File: config.mk
export PLATFORM = sky130hd
export DESIGN_NAME = velocity_update_broadcast_arbiter
export DESIGN_NICKNAME = d
export VERILOG_FILES = /design/src/rtl/md_motion_pkg.sv /design/src/rtl/rr_arbiter.sv /design/src/rtl/velocity_update_broadcast_arbiter.sv
export SDC_FILE = /design/constraint.sdc
export NUM_CORES = 1
export LEC_CHECK = 0
export BUFFER_PORTS_ARGS = -buffer_cell sky130_fd_sc_hd__buf_2
export CAP_MARGIN = 0
export CORE_AREA = 2 2 224 226
export CTS_CLUSTER_DIAMETER = 150
export DETAILED_ROUTE_END_ITERATION = 10
export DIE_AREA = 0 0 226 228
export SYNTH_ARGS = -nofsm -noshare
export SYNTH_HDL_FRONTEND = slang
export SYNTH_SLANG_ARGS = --single-unit
File: constraint.sdc
create_clock -name clk -period 5.4 [get_ports clk]
set_input_delay 0 -clock clk [delete_from_list [all_inputs] [get_ports clk]]
set_output_delay 0 -clock clk [all_outputs]
set_load 0.02 [all_outputs]
File: src/rtl/md_motion_pkg.sv
// Shared types for the motion-update broadcast path: payload/cell widths, packed words, pass FSM states.
// Latency: n/a (types and constants only).
// Backpressure: n/a.
package md_motion_pkg;

    localparam int MD_DATA_WIDTH    = 32;
    localparam int MD_CELL_ID_WIDTH = 4;
    localparam int MD_VEL_W         = 3 * MD_DATA_WIDTH;
    localparam int MD_CELL_W        = 3 * MD_CELL_ID_WIDTH;

    // Destination cell, x in the low bits.
    typedef struct packed {
        logic [MD_CELL_ID_WIDTH-1:0] z;
        logic [MD_CELL_ID_WIDTH-1:0] y;
        logic [MD_CELL_ID_WIDTH-1:0] x;
    } cell_id_t;

    // Velocity word, vx in the low bits.
    typedef struct packed {
        logic [MD_DATA_WIDTH-1:0] vz;
        logic [MD_DATA_WIDTH-1:0] vy;
        logic [MD_DATA_WIDTH-1:0] vx;
    } vel_t;

    typedef enum logic [2:0] {
        ST_IDLE,
        ST_ARM,
        ST_BROADCAST,
        ST_SETTLE,
        ST_DONE
    } mu_state_e;

endpackage

File: src/rtl/rr_arbiter.sv
// Round-robin grant: first set request at or above ptr_i, wrapping.
// Latency: purely combinational.
// Backpressure: none; gnt_o is zero when no request is set.
module rr_arbiter #(
    parameter int NUM_REQ = 4,
    parameter int IDX_W   = (NUM_REQ > 1) ? $clog2(NUM_REQ) : 1
) (
    input  logic [NUM_REQ-1:0] req_i,
    input  logic [IDX_W-1:0]   ptr_i,
    output logic [NUM_REQ-1:0] gnt_o,
    output logic [IDX_W-1:0]   idx_o
);

    int   cand;
    logic found;

    // Walk offsets from the pointer; the first requester hit wins.
    always_comb begin
        gnt_o = '0;
        idx_o = '0;
        found = 1'b0;
        cand  = 0;
        for (int k = 0; k < NUM_REQ; k++) begin
            cand = int'(ptr_i) + k;
            if (cand >= NUM_REQ) begin
                cand = cand - NUM_REQ;
            end
            for (int j = 0; j < NUM_REQ; j++) begin
                if (!found && (j == cand) && req_i[j]) begin
                    found    = 1'b1;
                    gnt_o[j] = 1'b1;
                    idx_o    = IDX_W'(j);
                end
            end
        end
    end

endmodule

File: src/rtl/velocity_update_broadcast_arbiter.sv
// Sequences one motion-update pass and round-robins NUM_REQ requesters onto one broadcast bus.
// Latency: one cycle from transfer (req_valid & req_ready) to out_data_valid; all outputs but req_ready registered.
// Backpressure: at most one grant per cycle; req_ready only in BROADCAST, no internal buffering.
module velocity_update_broadcast_arbiter
    import md_motion_pkg::*;
#(
    parameter int NUM_REQ       = 4,
    parameter int DATA_WIDTH    = MD_DATA_WIDTH,
    parameter int CELL_ID_WIDTH = MD_CELL_ID_WIDTH,
    parameter int SETTLE_CYCLES = 3,
    parameter int CNT_WIDTH     = 16
) (
    input  logic                                 clk,
    input  logic                                 rst,
    input  logic                                 start,
    input  logic [NUM_REQ-1:0]                   req_valid,
    input  logic [NUM_REQ*3*DATA_WIDTH-1:0]      req_data,
    input  logic [NUM_REQ*3*CELL_ID_WIDTH-1:0]   req_dst_cell,
    input  logic [NUM_REQ-1:0]                   req_last,
    output logic [NUM_REQ-1:0]                   req_ready,
    output logic                                 motion_update_enable,
    output logic [3*DATA_WIDTH-1:0]              out_data,
    output logic [3*CELL_ID_WIDTH-1:0]           out_data_dst_cell,
    output logic                                 out_data_valid,
    output logic                                 busy,
    output logic                                 done,
    output logic [CNT_WIDTH-1:0]                 bcast_count
);

    localparam int PAY_W = 3 * DATA_WIDTH;
    localparam int DST_W = 3 * CELL_ID_WIDTH;
    localparam int IDX_W = (NUM_REQ > 1) ? $clog2(NUM_REQ) : 1;
    localparam int SET_W = $clog2(SETTLE_CYCLES + 1);

    mu_state_e            state_q, state_d;
    logic [IDX_W-1:0]     ptr_q, ptr_d;
    logic [NUM_REQ-1:0]   fin_q, fin_d;
    logic [SET_W-1:0]     settle_q, settle_d;
    logic [CNT_WIDTH-1:0] cnt_q, cnt_d;
    logic                 enable_q, enable_d;
    logic                 oval_q, oval_d;
    logic [PAY_W-1:0]     odata_q, odata_d;
    logic [DST_W-1:0]     odst_q, odst_d;
    logic                 busy_q, busy_d;
    logic                 done_q, done_d;

    logic [NUM_REQ-1:0]   gnt;
    logic [IDX_W-1:0]     gnt_idx;
    logic                 xfer;
    logic [PAY_W-1:0]     sel_data;
    logic [DST_W-1:0]     sel_dst;

    rr_arbiter #(
        .NUM_REQ (NUM_REQ),
        .IDX_W   (IDX_W)
    ) u_rr_arbiter (
        .req_i (req_valid),
        .ptr_i (ptr_q),
        .gnt_o (gnt),
        .idx_o (gnt_idx)
    );

    // Grants are only offered while broadcasting; a grant implies the requester is valid.
    assign req_ready = (state_q == ST_BROADCAST) ? gnt : '0;
    assign xfer      = |req_ready;

    // Pick the granted requester's payload and destination slice.
    always_comb begin
        sel_data = '0;
        sel_dst  = '0;
        for (int i = 0; i < NUM_REQ; i++) begin
            if (gnt[i]) begin
                sel_data = req_data[i*PAY_W +: PAY_W];
                sel_dst  = req_dst_cell[i*DST_W +: DST_W];
            end
        end
    end

    // Pass sequencing, finished tracking, pointer and counters; outputs follow the next state.
    always_comb begin
        state_d  = state_q;
        ptr_d    = ptr_q;
        fin_d    = fin_q;
        settle_d = settle_q;
        cnt_d    = cnt_q;
        case (state_q)
            ST_IDLE: begin
                if (start) begin
                    state_d = ST_ARM;
                    fin_d   = '0;
                    cnt_d   = '0;
                end
            end
            ST_ARM: begin
                state_d = ST_BROADCAST;
            end
            ST_BROADCAST: begin
                // A requester still presenting its final word is not finished yet.
                fin_d = fin_q | (req_last & ~req_valid);
                if (xfer) begin
                    if (gnt_idx == IDX_W'(NUM_REQ - 1)) begin
                        ptr_d = '0;
                    end else begin
                        ptr_d = gnt_idx + 1'b1;
                    end
                    if (cnt_q != '1) begin
                        cnt_d = cnt_q + 1'b1;
                    end
                end else if (&fin_d) begin
                    state_d  = ST_SETTLE;
                    settle_d = '0;
                end
            end
            ST_SETTLE: begin
                // Gives the caches time to write their counts and swap buffers.
                if (settle_q == SET_W'(SETTLE_CYCLES - 1)) begin
                    state_d = ST_DONE;
                end else begin
                    settle_d = settle_q + 1'b1;
                end
            end
            ST_DONE: begin
                state_d = ST_IDLE;
            end
            default: begin
                state_d = ST_IDLE;
            end
        endcase

        enable_d = (state_d == ST_ARM) || (state_d == ST_BROADCAST);
        busy_d   = (state_d != ST_IDLE);
        done_d   = (state_d == ST_DONE);
        oval_d   = xfer;
        odata_d  = xfer ? sel_data : '0;
        odst_d   = xfer ? sel_dst  : '0;
    end

    // State register; reset aborts any pass in flight.
    always_ff @(posedge clk or posedge rst) begin
        if (rst) begin
            state_q <= ST_IDLE;
        end else begin
            state_q <= state_d;
        end
    end

    // Datapath and output registers.
    always_ff @(posedge clk or posedge rst) begin
        if (rst) begin
            ptr_q    <= '0;
            fin_q    <= '0;
            settle_q <= '0;
            cnt_q    <= '0;
            enable_q <= 1'b0;
            oval_q   <= 1'b0;
            odata_q  <= '0;
            odst_q   <= '0;
            busy_q   <= 1'b0;
            done_q   <= 1'b0;
        end else begin
            ptr_q    <= ptr_d;
            fin_q    <= fin_d;
            settle_q <= settle_d;
            cnt_q    <= cnt_d;
            enable_q <= enable_d;
            oval_q   <= oval_d;
            odata_q  <= odata_d;
            odst_q   <= odst_d;
            busy_q   <= busy_d;
            done_q   <= done_d;
        end
    end

    assign motion_update_enable = enable_q;
    assign out_data             = odata_q;
    assign out_data_dst_cell    = odst_q;
    assign out_data_valid       = oval_q;
    assign busy                 = busy_q;
    assign done                 = done_q;
    assign bcast_count          = cnt_q;

endmodule

* Word level (Yosys, flattened, before mapping)
Index checks and enable logic that the tools add are counted.
** Word-level totals
- Register bits :: 139
- Input port bits :: 443
- Output and inout bits :: 132
- Word-level logic and storage cells :: 192
** Operators by class
- $add $sub $neg :: 10
- Order comparisons :: 4
- Eq/ne operators :: 27
- Multiplexer cells :: 76
- Bitwise logic cells :: 3
- Reduce and logical (&&, ||, !) cells :: 61
** Operators by type and width (number)
- 96-bit two-way mux :: 5
- 3-bit by 32-bit equality test with 1-bit output, first input constant :: 8
- 2-bit by 32-bit equality test with 1-bit output, first input constant :: 4
- 32-bit logical NOT :: 4
- 32-bit two-way mux :: 4
- 32-bit by 4-bit greater-or-equal comparator with 1-bit output, second input constant :: 3
- 32-bit by 4-bit subtractor with 32-bit output, second input constant :: 3
- 12-bit two-way mux :: 5
- 16-bit two-way mux :: 3
- 2-bit two-way mux :: 18
- 16-bit one-hot mux with 2 select lines :: 1
- 1-bit logical AND :: 31
- 1-bit two-way mux :: 31
- 16-bit by 1-bit adder with 16-bit output, second input constant :: 1
- 16-bit inequality test, second input constant :: 1
- 1-bit logical NOT :: 15
- 3-bit two-way mux :: 4
- 3-bit one-hot mux with 4 select lines :: 1
- 4-bit AND reduction :: 3
- 3-bit by 2-bit equality test with 1-bit output, second input constant :: 3
- 4-bit two-way mux :: 2
- 2-bit inequality test, second input constant :: 4
- 4-bit one-hot mux with 2 select lines :: 1
- 2-bit by 2-bit adder with 3-bit output, second input constant :: 2
- 18 further kinds :: 24

* Longest topological paths before layout
- Word-level depth :: 71
- Gate-level depth with buffers :: 9
- Gate-level depth less buffers :: 7

* Modules after synthesis
From an unflattened synthesis, not the netlist that was laid out.
** Unflattened totals
- Cell total of the unflattened synthesis :: 933
- Area, all modules :: 8000.2 µm²
** By module, submodules not included
- velocity_update_broadcast_arbiter :: times used 1, cells each 905, area each 7811.2 µm², seq. area each 3478.3 µm²
- rr_arbiter :: times used 1, cells each 28, area each 188.9 µm², seq. area each 0.0 µm²

* Least setup slack after synthesis
OpenSTA, ideal clock, no wires.
- Kind :: reg-to-reg
- Start :: register state_q[0]
- End :: register settle_q[1]
- Setup time :: 128 ps
- Arrival time :: 1645 ps
- Data required time :: 5272 ps
- Setup slack :: 3627 ps
- Stages on the path, launching flop included :: 6
- Path buffers :: 1
- Clock period less this slack :: 1773 ps
- Cells stage by stage :: dfrtp_1 -> nor3b_4 -> buf_6 -> o21ai_2 -> o41ai_4 -> mux2_1
** On the way
- Word-level cells in the longest chain between the ends :: 5
- Elaborated cells on any way between the ends :: 10
- Those cells by class :: 5 x eq/ne; 2 x mux; 3 x reduce/logical
** RTL lines
- from (decl) :: RTL line velocity_update_broadcast_arbiter.sv:35 : mu_state_e state_q, state_d;
- from (signal assigned) :: RTL line velocity_update_broadcast_arbiter.sv:143 : state_q <= state_d;
- 3-bit by 2-bit equality test with 1-bit output :: RTL line velocity_update_broadcast_arbiter.sv:64, velocity_update_broadcast_arbiter.sv:86
- 4-bit two-way mux :: RTL line velocity_update_broadcast_arbiter.sv:64 : assign req_ready = (state_q == ST_BROADCAST) ? gnt : '0;
- 4-bit OR reduction :: RTL line velocity_update_broadcast_arbiter.sv:65 : assign xfer = |req_ready;
- 2-bit inequality test (no line)
- 4-bit AND reduction (no line)
- to (signal assigned) :: RTL line velocity_update_broadcast_arbiter.sv:163 : settle_q <= settle_d;
- to (decl) :: RTL line velocity_update_broadcast_arbiter.sv:38 : logic [SET_W-1:0] settle_q, settle_d;
Parallel ways exist; a longest one is shown, timed or not.
A chain may end at the register's enable or synchronous reset.

* Worst setup path in the final report
- Start :: register ptr_q[1]
- End :: register odata_q[47] (netlist: out_data[47])
** On the way
- Word-level cells in the longest chain between the ends :: 68
- Elaborated cells on any way between the ends :: 114
- Those cells by class :: 7 x add/sub; 4 x order compare; 12 x eq/ne; 40 x mux; 51 x reduce/logical
** RTL lines
- from (decl) :: RTL line velocity_update_broadcast_arbiter.sv:36 : logic [IDX_W-1:0] ptr_q, ptr_d;
- from (signal assigned) :: RTL line velocity_update_broadcast_arbiter.sv:161 : ptr_q <= ptr_d;
- 2-bit by 3-bit subtractor with 4-bit output / 2-bit by 3-bit greater-or-equal comparator with 1-bit output (equally long branches) :: RTL line rr_arbiter.sv:26, rr_arbiter.sv:25
- 32-bit two-way mux :: RTL line rr_arbiter.sv:25 : if (cand >= NUM_REQ) begin
- 32-bit logical NOT :: RTL line rr_arbiter.sv:29 : if (!found && (j == cand) && req_i[j]) begin
- 1-bit logical AND :: RTL line rr_arbiter.sv:29
- 1-bit two-way mux :: RTL line rr_arbiter.sv:29
- 1-bit logical NOT :: RTL line rr_arbiter.sv:29
- 1-bit logical AND (2 in a row) :: RTL line rr_arbiter.sv:29
- 1-bit two-way mux :: RTL line rr_arbiter.sv:29
- (+51 left out)
- 1-bit two-way mux :: RTL line rr_arbiter.sv:29
- 1-bit logical NOT :: RTL line rr_arbiter.sv:29
- 1-bit logical AND (2 in a row) :: RTL line rr_arbiter.sv:29
- 1-bit two-way mux :: RTL line rr_arbiter.sv:29
- 4-bit two-way mux :: RTL line velocity_update_broadcast_arbiter.sv:64
- 4-bit OR reduction :: RTL line velocity_update_broadcast_arbiter.sv:65
- 96-bit two-way mux (*) :: RTL line velocity_update_broadcast_arbiter.sv:134 : odata_d = xfer ? sel_data : '0;
- named net odata_d[47] :: RTL line velocity_update_broadcast_arbiter.sv:42 : logic [PAY_W-1:0] odata_q, odata_d;
- to (signal assigned) :: RTL line velocity_update_broadcast_arbiter.sv:167 : odata_q <= odata_d;
- to (decl) :: RTL line velocity_update_broadcast_arbiter.sv:42
The timed path passes the listed nets; every way through them passes the cells marked *.

==> out/metrics.cfg <==
[layout]
postLayoutCoreUtil_pct = 28.0
nets = 1990
final_cells = 2236
final_common_cell = buf_2
layout_common_cells = 574 x buf_2, 225 x dlygate4sd3_1, 139 x dfrtp_1, 130 x nor2_1, 127 x nand2_1
finalInstanceArea_um2 = 13800
drive_above_1_share_pct = 42.4
area.growth.synth_to_final_pct = 82.9

[worst_setup_path]
crit_path_start = ptr_q[1]$_DFFE_PP0P_
crit_arrival_ns = 3.88
slowest_delay_ns = 0.78
crit_chain = inv_1, a21oi_1, o21a_4, buf_4, a221oi_1, o31ai_1, dlygate4sd3_1
crit_fanout = 61
worst_ep_required_time_ns = 5.81
ff2ff_setup_slack_ns = 1.93
reg2reg_from = ptr_q[1]$_DFFE_PP0P_
slowest_stage = o21a_4
cp_top_family = compound AO/OA/AOI/OAI gates
critPathBufInv = 3
endpoint_kind = flip-flop
worstSetupPathType = reg -> reg
startpoint_type = flip-flop

[timing]
slew_viol_final = 0
tns_ns = 0
skew_ns = 0.0134
max_freq_mhz = 288
layout_min_cycle_time_ns = 3.47
tightest_slew_ns = 0.954
max-slew-margin-rel_pct = 36.4
finalCritPeriodShare_pct = 64.2
finalSetupViolCount = 0
hold_viol = 0
worst_slack_ns = 1.93
rsz0062_at_grt = no

[drt]
drcViolationCount = 0
drt_iter0_markers = 614
routed_wl_um = 42300
drt-vias-per-instance = 4.43
wl_per_cell_um = 18.9
ant_nets = 0
vias = 9896
first_pass_iters = 5

[placement]
place_worst_setup_slack_ns = 2.46
placed_area_um2 = 11000
gp_congestion = 0.970
place_inst = 1973
dp_hpwl_um = 30800
io_buffers = 574

[power]
pwr_density_cell_nw_per_um2 = 470
ir_worst_vdd_mv = 0.254
leakagePower_nw = 6.77

[global_route]
antenna_found_initial = 12
grt_max_degree = 69
overflow = 0
grt_pass1_vias = 10100
grtUsageTotal_pct = 16.3
grt_pass1_wl_um = 62000

[synthesis]
seq_area_frac_synth_pct = 46.1
yosysUniqueCellTypes = 53
syn_nets = 1238
yosys_register_bits = 139
synth.avg_cell_area_um2 = 9.52
netlist_area_um2 = 7550
synth-edff-count = 0
async_reset_ff_share_pct = 100
yosysWarnings = 0
synth_ff_type = dfrtp_1
syn_inst = 793

[job]
max-cap-violations = 0

[cts]
clock-sinks = 139
cts_tree = done
cts_hold_buf = 225
numCtsBuffers = 17
cts_resized = 0
cts_setup_buffers = 0
clk_path_buf_depth = 2
insertion_delay_ns = 0.48
h-tree-depth = 4
clkTransAtPathRegs_ns = 0.07
root_buffer = clkbuf_16

[hold_path]
min-delay-start = req_valid[2]
min_path_type = in -> reg

[floorplanning]
initial_core_util_pct = 15.3
io_pins = 575
die_w_um = 226
rows = 82
die_y_um = 228
dieArea_um2 = 51500
coreArea_um2 = 49300

[outcome]
outcome = complete, no violations

[final timing paths]
kind,end,cells past startpoint
max in group asynchronous,fin_q[1]$_DFFE_PP0P_,4
max,out_data[47]$_DFF_PP0_,7
min,fin_q[2]$_DFFE_PP0P_,4
min in group asynchronous,out_data[65]$_DFF_PP0_,3
min reg2reg,settle_q[0]$_DFFE_PP0P_,1
max reg2reg,out_data[47]$_DFF_PP0_,7
[kinds of logic (layout without fill, tap and decap cells)]
| family | Yosys count | in the layout | synth area share [%] |
|---|---|---|---|
| compound gates | 247 | 247 | 28.2 |
| simple gates | 308 | 308 | 17.4 |
| flops | 139 | 139 | 46.1 |
| fa+ha+maj | 2 | 2 | 0.331 |
| xor+xnor | 9 | 9 | 1.04 |
| other cells | 0 | 6 | 0 |
| mux | 5 | 5 | 0.679 |
| buf+inv | 83 | 848 | 6.25 |
[cell type report]
type | instances | area (um^2)
Fill cell | 5243 | 35500
Timing Repair Buffer | 810 | 5230
Multi-Input combinational cell | 571 | 3640
Sequential cell | 139 | 3480
Tap cell | 672 | 841
Clock buffer | 18 | 439
Clock inverter | 14 | 136
Inverter | 6 | 27.5
Antenna cell | 6 | 15.0
[routing by layer]
layer	global-route usage, %	routed length, um	vias to the layer above
met5	0	27	-
met4	7.78	1670	4
met1	18.4	16600	4789
met2	27.1	20200	530
li1	-	-	4489
met3	5.73	3780	84
[where the power goes]
group	leakage (nW)	total (W)	internal [W]	switching [W]
sequential	1.79	0.00161	0.00141	0.000196
combinational	4.72	0.00370	0.00164	0.00206
clock	0.268	0.00119	0.000652	0.000535
[worst min-delay path, stage by stage]
cell and delay [ns]:
buf_2 0.18, inv_1 0.07, a21oi_1 0.10, o21ai_0 0.16
[metrics by stage]
stage | hold slack, ns | total power [W]
floorplan | 0.115 | 0.00359
global placement | 0.0283 | 0.00452
detailed placement | 0.0278 | 0.00458
CTS | 0.0178 | 0.00654
global route | 0.108 | 0.00693
finish | 0.0776 | 0.00649
[flip-flops by register name (all words and copies together), names as in the netlist, 2 cells and up]
register           count
ptr_q                  2
out_data_dst_cell     12
out_data              96
state_q                3
bcast_count           16
settle_q               2
fin_q                  4
[cells in the mapped netlist, drive strengths merged (2+ instances only)]
| cell type | instances | area [um^2] |
|---|---|---|
| a21oi | 9 | 48.8 |
| a221oi | 108 | 1000 |
| and2 | 2 | 12.5 |
| and3 | 4 | 25.0 |
| buf | 57 | 374 |
| clkbuf | 20 | 75.1 |
| dfrtp | 139 | 3480 |
| ha | 2 | 25.0 |
| inv | 6 | 22.5 |
| mux2i | 4 | 40.0 |
| nand2 | 128 | 488 |
| nand2b | 5 | 33.8 |
| nand3 | 7 | 35.0 |
| nand4 | 7 | 43.8 |
| nor2 | 130 | 488 |
| nor2b | 3 | 18.8 |
| nor3 | 8 | 40.0 |
| nor4 | 6 | 52.6 |
| o211a | 2 | 20.0 |
| o21a | 2 | 15.0 |
| o21ai | 8 | 47.6 |
| o22ai | 2 | 12.5 |
| o31ai | 109 | 908 |
| or2 | 3 | 18.8 |
| xnor2 | 9 | 78.8 |
Note: power is estimated with default switching activity, not from simulation.
